$ cat src/rtl/pc_pkg.sv
// Shared encodings for the 65C02 program-counter stage: command codes,
// FSM states and the default post-reset PC.
package pc_pkg;

  typedef enum logic [2:0] {
    PC_HOLD = 3'd0,
    PC_INC  = 3'd1,
    PC_LDLO = 3'd2,
    PC_LDHI = 3'd3,
    PC_BRA  = 3'd4,
    PC_LDW  = 3'd5
  } pc_op_e;

  typedef enum logic {
    ST_IDLE = 1'b0,
    ST_FIX  = 1'b1
  } pc_state_e;

  localparam logic [15:0] RST_PC_DEF = 16'hFFFC;

endpackage

$ cat src/rtl/pc_adder8.sv
// 8-bit adder with carry-out, shared between the branch low-byte add and
// the page fix-up high-byte adjust.
module pc_adder8 (
  input  logic [7:0] a,
  input  logic [7:0] b,
  output logic [7:0] sum,
  output logic       cout
);

  assign {cout, sum} = {1'b0, a} + {1'b0, b};

endmodule

$ cat src/rtl/pc_unit.sv
// 65C02 program counter: increment, byte/word loads, and relative branch
// with a one-cycle page-cross fix-up of the high byte.
module pc_unit
  import pc_pkg::*;
#(
  parameter int             AW     = 16,
  parameter logic [AW-1:0]  RST_PC = RST_PC_DEF
) (
  input  logic          CLK,
  input  logic          RST_N,
  input  logic          CE,
  input  logic [2:0]    OP,
  input  logic [7:0]    DIN,
  input  logic [AW-1:0] ADDR_IN,
  output logic [AW-1:0] PC,
  output logic          BUSY,
  output logic          PCROSS
);

  localparam logic [AW-1:0] ONE = 1;

  pc_state_e     state, state_nxt;
  logic [AW-1:0] pc, pc_nxt;
  logic [7:0]    lat, lat_nxt;
  logic          dir, dir_nxt;
  logic          pcross, pcross_nxt;

  logic [7:0]    add_a, add_b, add_sum;
  logic          add_cout;

  // One adder serves both cycles: low byte + offset while idle, high byte +/- 1 in FIX.
  assign add_a = (state == ST_FIX) ? pc[15:8] : pc[7:0];
  assign add_b = (state == ST_FIX) ? (dir ? 8'hFF : 8'h01) : DIN;

  pc_adder8 u_adder (
    .a    (add_a),
    .b    (add_b),
    .sum  (add_sum),
    .cout (add_cout)
  );

  always_comb begin
    state_nxt  = state;
    pc_nxt     = pc;
    lat_nxt    = lat;
    dir_nxt    = dir;
    pcross_nxt = pcross;
    if (CE) begin
      pcross_nxt = 1'b0;
      case (state)
        ST_IDLE: begin
          case (OP)
            PC_INC:  pc_nxt = pc + ONE;
            PC_LDLO: lat_nxt = DIN;
            PC_LDHI: pc_nxt = {DIN, lat};
            PC_BRA: begin
              pc_nxt = {pc[15:8], add_sum};
              // Signed offset: carry disagreeing with the sign bit means the page changed.
              if (add_cout ^ DIN[7]) begin
                state_nxt = ST_FIX;
                dir_nxt   = DIN[7];
              end
            end
            PC_LDW:  pc_nxt = ADDR_IN;
            default: pc_nxt = pc;
          endcase
        end
        ST_FIX: begin
          pc_nxt     = {add_sum, pc[7:0]};
          pcross_nxt = 1'b1;
          state_nxt  = ST_IDLE;
        end
        default: state_nxt = ST_IDLE;
      endcase
    end
  end

  always_ff @(posedge CLK) begin
    if (!RST_N) begin
      state  <= ST_IDLE;
      pc     <= RST_PC;
      lat    <= 8'h00;
      dir    <= 1'b0;
      pcross <= 1'b0;
    end else begin
      state  <= state_nxt;
      pc     <= pc_nxt;
      lat    <= lat_nxt;
      dir    <= dir_nxt;
      pcross <= pcross_nxt;
    end
  end

  assign PC     = pc;
  assign BUSY   = (state == ST_FIX);
  assign PCROSS = pcross;

endmodule
$ cat config.mk
export PLATFORM = sky130hd
export DESIGN_NAME = pc_unit
export DESIGN_NICKNAME = d
export VERILOG_FILES = /design/src/rtl/pc_pkg.sv /design/src/rtl/pc_adder8.sv /design/src/rtl/pc_unit.sv
export SDC_FILE = /design/constraint.sdc
export NUM_CORES = 1
export LEC_CHECK = 0
export CORE_AREA = 2 2 72 74
export DETAILED_ROUTE_END_ITERATION = 7
export DIE_AREA = 0 0 74 76
export PLACE_DENSITY = 0.78
export REMOVE_ABC_BUFFERS = 1
export SLEW_MARGIN = 30
export SYNTH_ARGS = -nofsm -noshare
export SYNTH_HDL_FRONTEND = slang
export SYNTH_SLANG_ARGS = --single-unit
export TNS_END_PERCENT = 10
$ cat constraint.sdc
create_clock -name CLK -period 3.25 [get_ports CLK]
set_input_delay 0.65 -clock CLK [delete_from_list [all_inputs] [get_ports CLK]]
set_output_delay 0.65 -clock CLK [all_outputs]
set_load 0.02 [all_outputs]
==> run summary <==
The flow ran to the end, and the final reports show no timing, DRC or antenna violations. The number of buffers inserted by post-CTS setup repair came out at 0. The critical path is of the primary input to register type. The number of synthesis warnings is 0. The post-synthesis cell count came out at 315.

Clock-pin slew was measured on the worst setup and hold paths at 100 ps. The final instance area came out at 2989 µm². The routed length per instance is 17.45 µm.

The largest vdd supply drop is 0.2326 mV. At the pin with the least slew margin, the transition time is 513.2 ps. The count of placed standard cells including taps is 421. The minimum period implied by the final worst setup slack is 2902 ps. The post-route clock skew is 4.078 ps.

Ranked by total cell area, the synthesized netlist is headed by sky130_fd_sc_hd__dfxtp_1 22%, sky130_fd_sc_hd__o21ai_0 5.8%, sky130_fd_sc_hd__a21oi_1 4.8%. Based on the critical path, the design can be clocked at up to 344.6 MHz. Once detailed placement completed, the half-perimeter wirelength came to 5.650 mm.

The initial antenna violation count was 0. Counting distinct cell types in the post-synthesis netlist gives 60. The count of max-cap constraint violations came out at 0.

The tree built by TritonCTS fans out to 27 sinks. The net count reported at finish is 396. The final number of setup-violating endpoints came out at 0. The overall track demand over capacity in global routing is 0.2678. sky130_fd_sc_hd__dfxtp_1 takes more of the synthesized area than any other cell. The post-synthesis share of cell area spent on xor and xnor gates came out at 0.04708.

Summed over all cells, the static leakage comes to 1.187 nW. The worst setup path is captured at a register. The total of buffers placed on input and output ports is 47. The fraction of synthesized cell area taken by the top area cell type came out at 0.2235. The clock buffer count from CTS is 3. The average cell area after synthesis came out at 7.678 µm². The fraction of layout instances using a drive strength above 1 is 0.1042. For the worst setup path, the data arrival time is 3140 ps.

The clock latency on the worst-skew pair is 280 ps. The total vias in the final route is 2629. The via count of the first global-routing pass came out at 2319. In the final layout, the multi-input gates occupy 1720 µm². The area after detailed placement is 2943 µm². TritonCTS built the clock tree. Headroom to the max-slew limit came out at 0.6567. The critical path data required time is 3480 ps. The share of async-settable or async-resettable flops after synthesis came out at 0.

After synthesis, the largest family of logic cells by area is compound AO/OA/AOI/OAI gates. The total number of placement rows is 26. The post-detailed-route via-to-cell ratio came out at 6.186. The standard cell core area is 4912 µm². Among all flip-flop cells after synthesis, the most frequent one is sky130_fd_sc_hd__dfxtp_1.

The number of search-and-repair iterations in the first detailed-routing pass came out at 5. The number of antenna diodes came out at 0. The compound-cell area share of the yosys netlist is 0.2861. The number of enable flip-flop cells after synthesis is 0. The area used by sequential logic in the layout is 540.5 µm². The total count of hold-check failures in the final report came out at 0. Routability-driven placement finished with a final weighted congestion of 0.9683. After routing, the total negative slack on setup checks comes to 0 ps. The class of the most critical hold timing path is register to register.

The largest fanout of any net on the critical path is 3. The pin count of the biggest net entering global routing is 32. The number of instances resized during post-cts repair is 0.

In this run the number of H-tree levels came out at 1. The number of antenna-violating nets in the routed design came out at 0. The adder and majority gate portion of the synthesized area is 0.05484. Summed over all layers, the global routing overflow is 0. In this run, the number of DRC markers left after iteration 0 of detailed routing was 336.

Power spread over the standard cell area amounts to 309.0 nW/µm². The first-pass GRT wire length came out at 11.92 mm. The count of state elements after synthesis is 27. The overall die width is 74 µm. The final clock period utilization by the worst path is 0.8928. The count of pins over their slew limit is 0. The area of the mapped netlist came out at 2419 µm². The area share of and/or/nand/nor cells after synthesis came out at 0.2442. The finished layout holds 425 standard cells, fillers aside.

The die covers 5624 µm². STA classifies the critical path startpoint as a primary input. The filler cell count in the final layout came out at 461. The detailed-route wire length came out at 7.417 mm.

The root buffer cell chosen for the clock tree is sky130_fd_sc_hd__clkbuf_8. The clock passes through at most 2 buffers. The die span in y came out at 76 µm. Setup repair after global routing left no endpoint under its margin. Hold repair after CTS inserted 0 buffers. For this configuration, the core starts out at a cell density of 0.4924. The multiplexer share of the synthesized area is 0.07915. The area growth from synthesis to layout came out at 23.59%. During I/O placement, the number of pins put on the boundary was 48. The share of synthesized area occupied by flip-flops and latches is 0.2235. After detailed routing, the number of remaining DRC violations is 0.
## worst max-delay path, cell delays in order
cell and delay [ps]:
sky130_fd_sc_hd__clkdlybuf4s50_1 460, sky130_fd_sc_hd__or2_2 310, sky130_fd_sc_hd__ha_1 220, sky130_fd_sc_hd__fa_1 410
sky130_fd_sc_hd__a21o_1 210, sky130_fd_sc_hd__a221oi_2 300, sky130_fd_sc_hd__o21a_1 200, sky130_fd_sc_hd__mux2_2 330
sky130_fd_sc_hd__nand2_1 50
## per-layer routing
layer	wire (µm)	share of wire	GRT usage	up-vias
li1	-	-	-	1244
met3	456	0.061	0.02249	20
met4	204	0.028	0.1109	0
met5	0	0	0	-
met1	3379	0.46	0.4035	1229
met2	3378	0.46	0.3866	136
## cells by family after synthesis
logic type,count (synthesis)
adder cells (fa/ha/maj),10
XOR/XNOR,13
AO/OA/AOI/OAI,105
AND/OR/NAND/NOR,107
buffers and inverters,35
multiplexers,18
flip-flops,27
## registers in the layout, summed over array words and instances, names as in the netlist
name    flops
BUSY        1
PC         16
dir         1
lat         8
PCROSS      1
## layout make-up
cell class,count,area share
clock buffer,3,0.01381
clock inverter,1,0.001674
inverter,15,0.01884
multi-input combinational,253,0.5756
sequential,27,0.1808
tap,70,0.02930
timing repair buffer,56,0.1800
## through the flow
stage	setup WS, ps	hold WS [ps]	utilization	total power [W]
floorplan	311.6	476.9	-	0.0005756
global placement	104.7	466.7	0.5991	0.0007108
detailed placement	56.50	472.9	0.5991	0.0007158
CTS	347.6	486.6	0.6085	0.0009172
global route	252.8	506.5	0.6085	0.0009640
finish	348.4	481.6	0.6085	0.0009237
## cells in the final DEF, fill, tap and decap left out, types with 5 or more instances in the layout
cell	count
sky130_fd_sc_hd__nor2b_1	7
sky130_fd_sc_hd__nor3_1	5
sky130_fd_sc_hd__mux2_2	9
sky130_fd_sc_hd__nand3_1	10
sky130_fd_sc_hd__dfxtp_1	27
sky130_fd_sc_hd__a221oi_1	7
sky130_fd_sc_hd__nand4_1	8
sky130_fd_sc_hd__o21a_1	5
sky130_fd_sc_hd__buf_4	9
sky130_fd_sc_hd__nand2b_1	5
sky130_fd_sc_hd__o21ai_0	28
sky130_fd_sc_hd__inv_1	15
sky130_fd_sc_hd__nor2_1	18
sky130_fd_sc_hd__ha_1	9
sky130_fd_sc_hd__xnor2_1	9
sky130_fd_sc_hd__mux2i_1	9
sky130_fd_sc_hd__o22ai_1	6
sky130_fd_sc_hd__a21o_1	5
sky130_fd_sc_hd__a21oi_1	23
sky130_fd_sc_hd__clkdlybuf4s50_1	47
sky130_fd_sc_hd__nand2_1	28
## cell usage after synthesis (8+ instances only)
cell type                 count
sky130_fd_sc_hd__xnor2_1      9
sky130_fd_sc_hd__o21ai_0     28
sky130_fd_sc_hd__nand4_1      8
sky130_fd_sc_hd__ha_1         9
sky130_fd_sc_hd__a21oi_1     23
sky130_fd_sc_hd__dfxtp_1     27
sky130_fd_sc_hd__mux2_2       9
sky130_fd_sc_hd__nand2_1     28
sky130_fd_sc_hd__nor2_1      18
sky130_fd_sc_hd__mux2i_1      9
sky130_fd_sc_hd__inv_1       15
sky130_fd_sc_hd__nand3_1     10
## worst paths after layout
check | cells past startpoint | from | slack, ps | end
max reg2reg | 9 | BUSY | 490 | PC[15]
max | 9 | DIN[0] | 350 | BUSY
min reg2reg | 2 | PCROSS | 480 | PCROSS
min | 2 | PCROSS | 480 | PCROSS
## power by group
| part | switching (W) | total [W] | internal, W |
|---|---|---|---|
| combinational | 0.000184 | 0.000341 | 0.000157 |
| clock | 0.000121 | 0.000207 | 0.0000864 |
| sequential | 0.0000292 | 0.000375 | 0.000346 |
| total | 0.000334 | 0.000924 | 0.000590 |
Power figures use the tool's default switching activity.
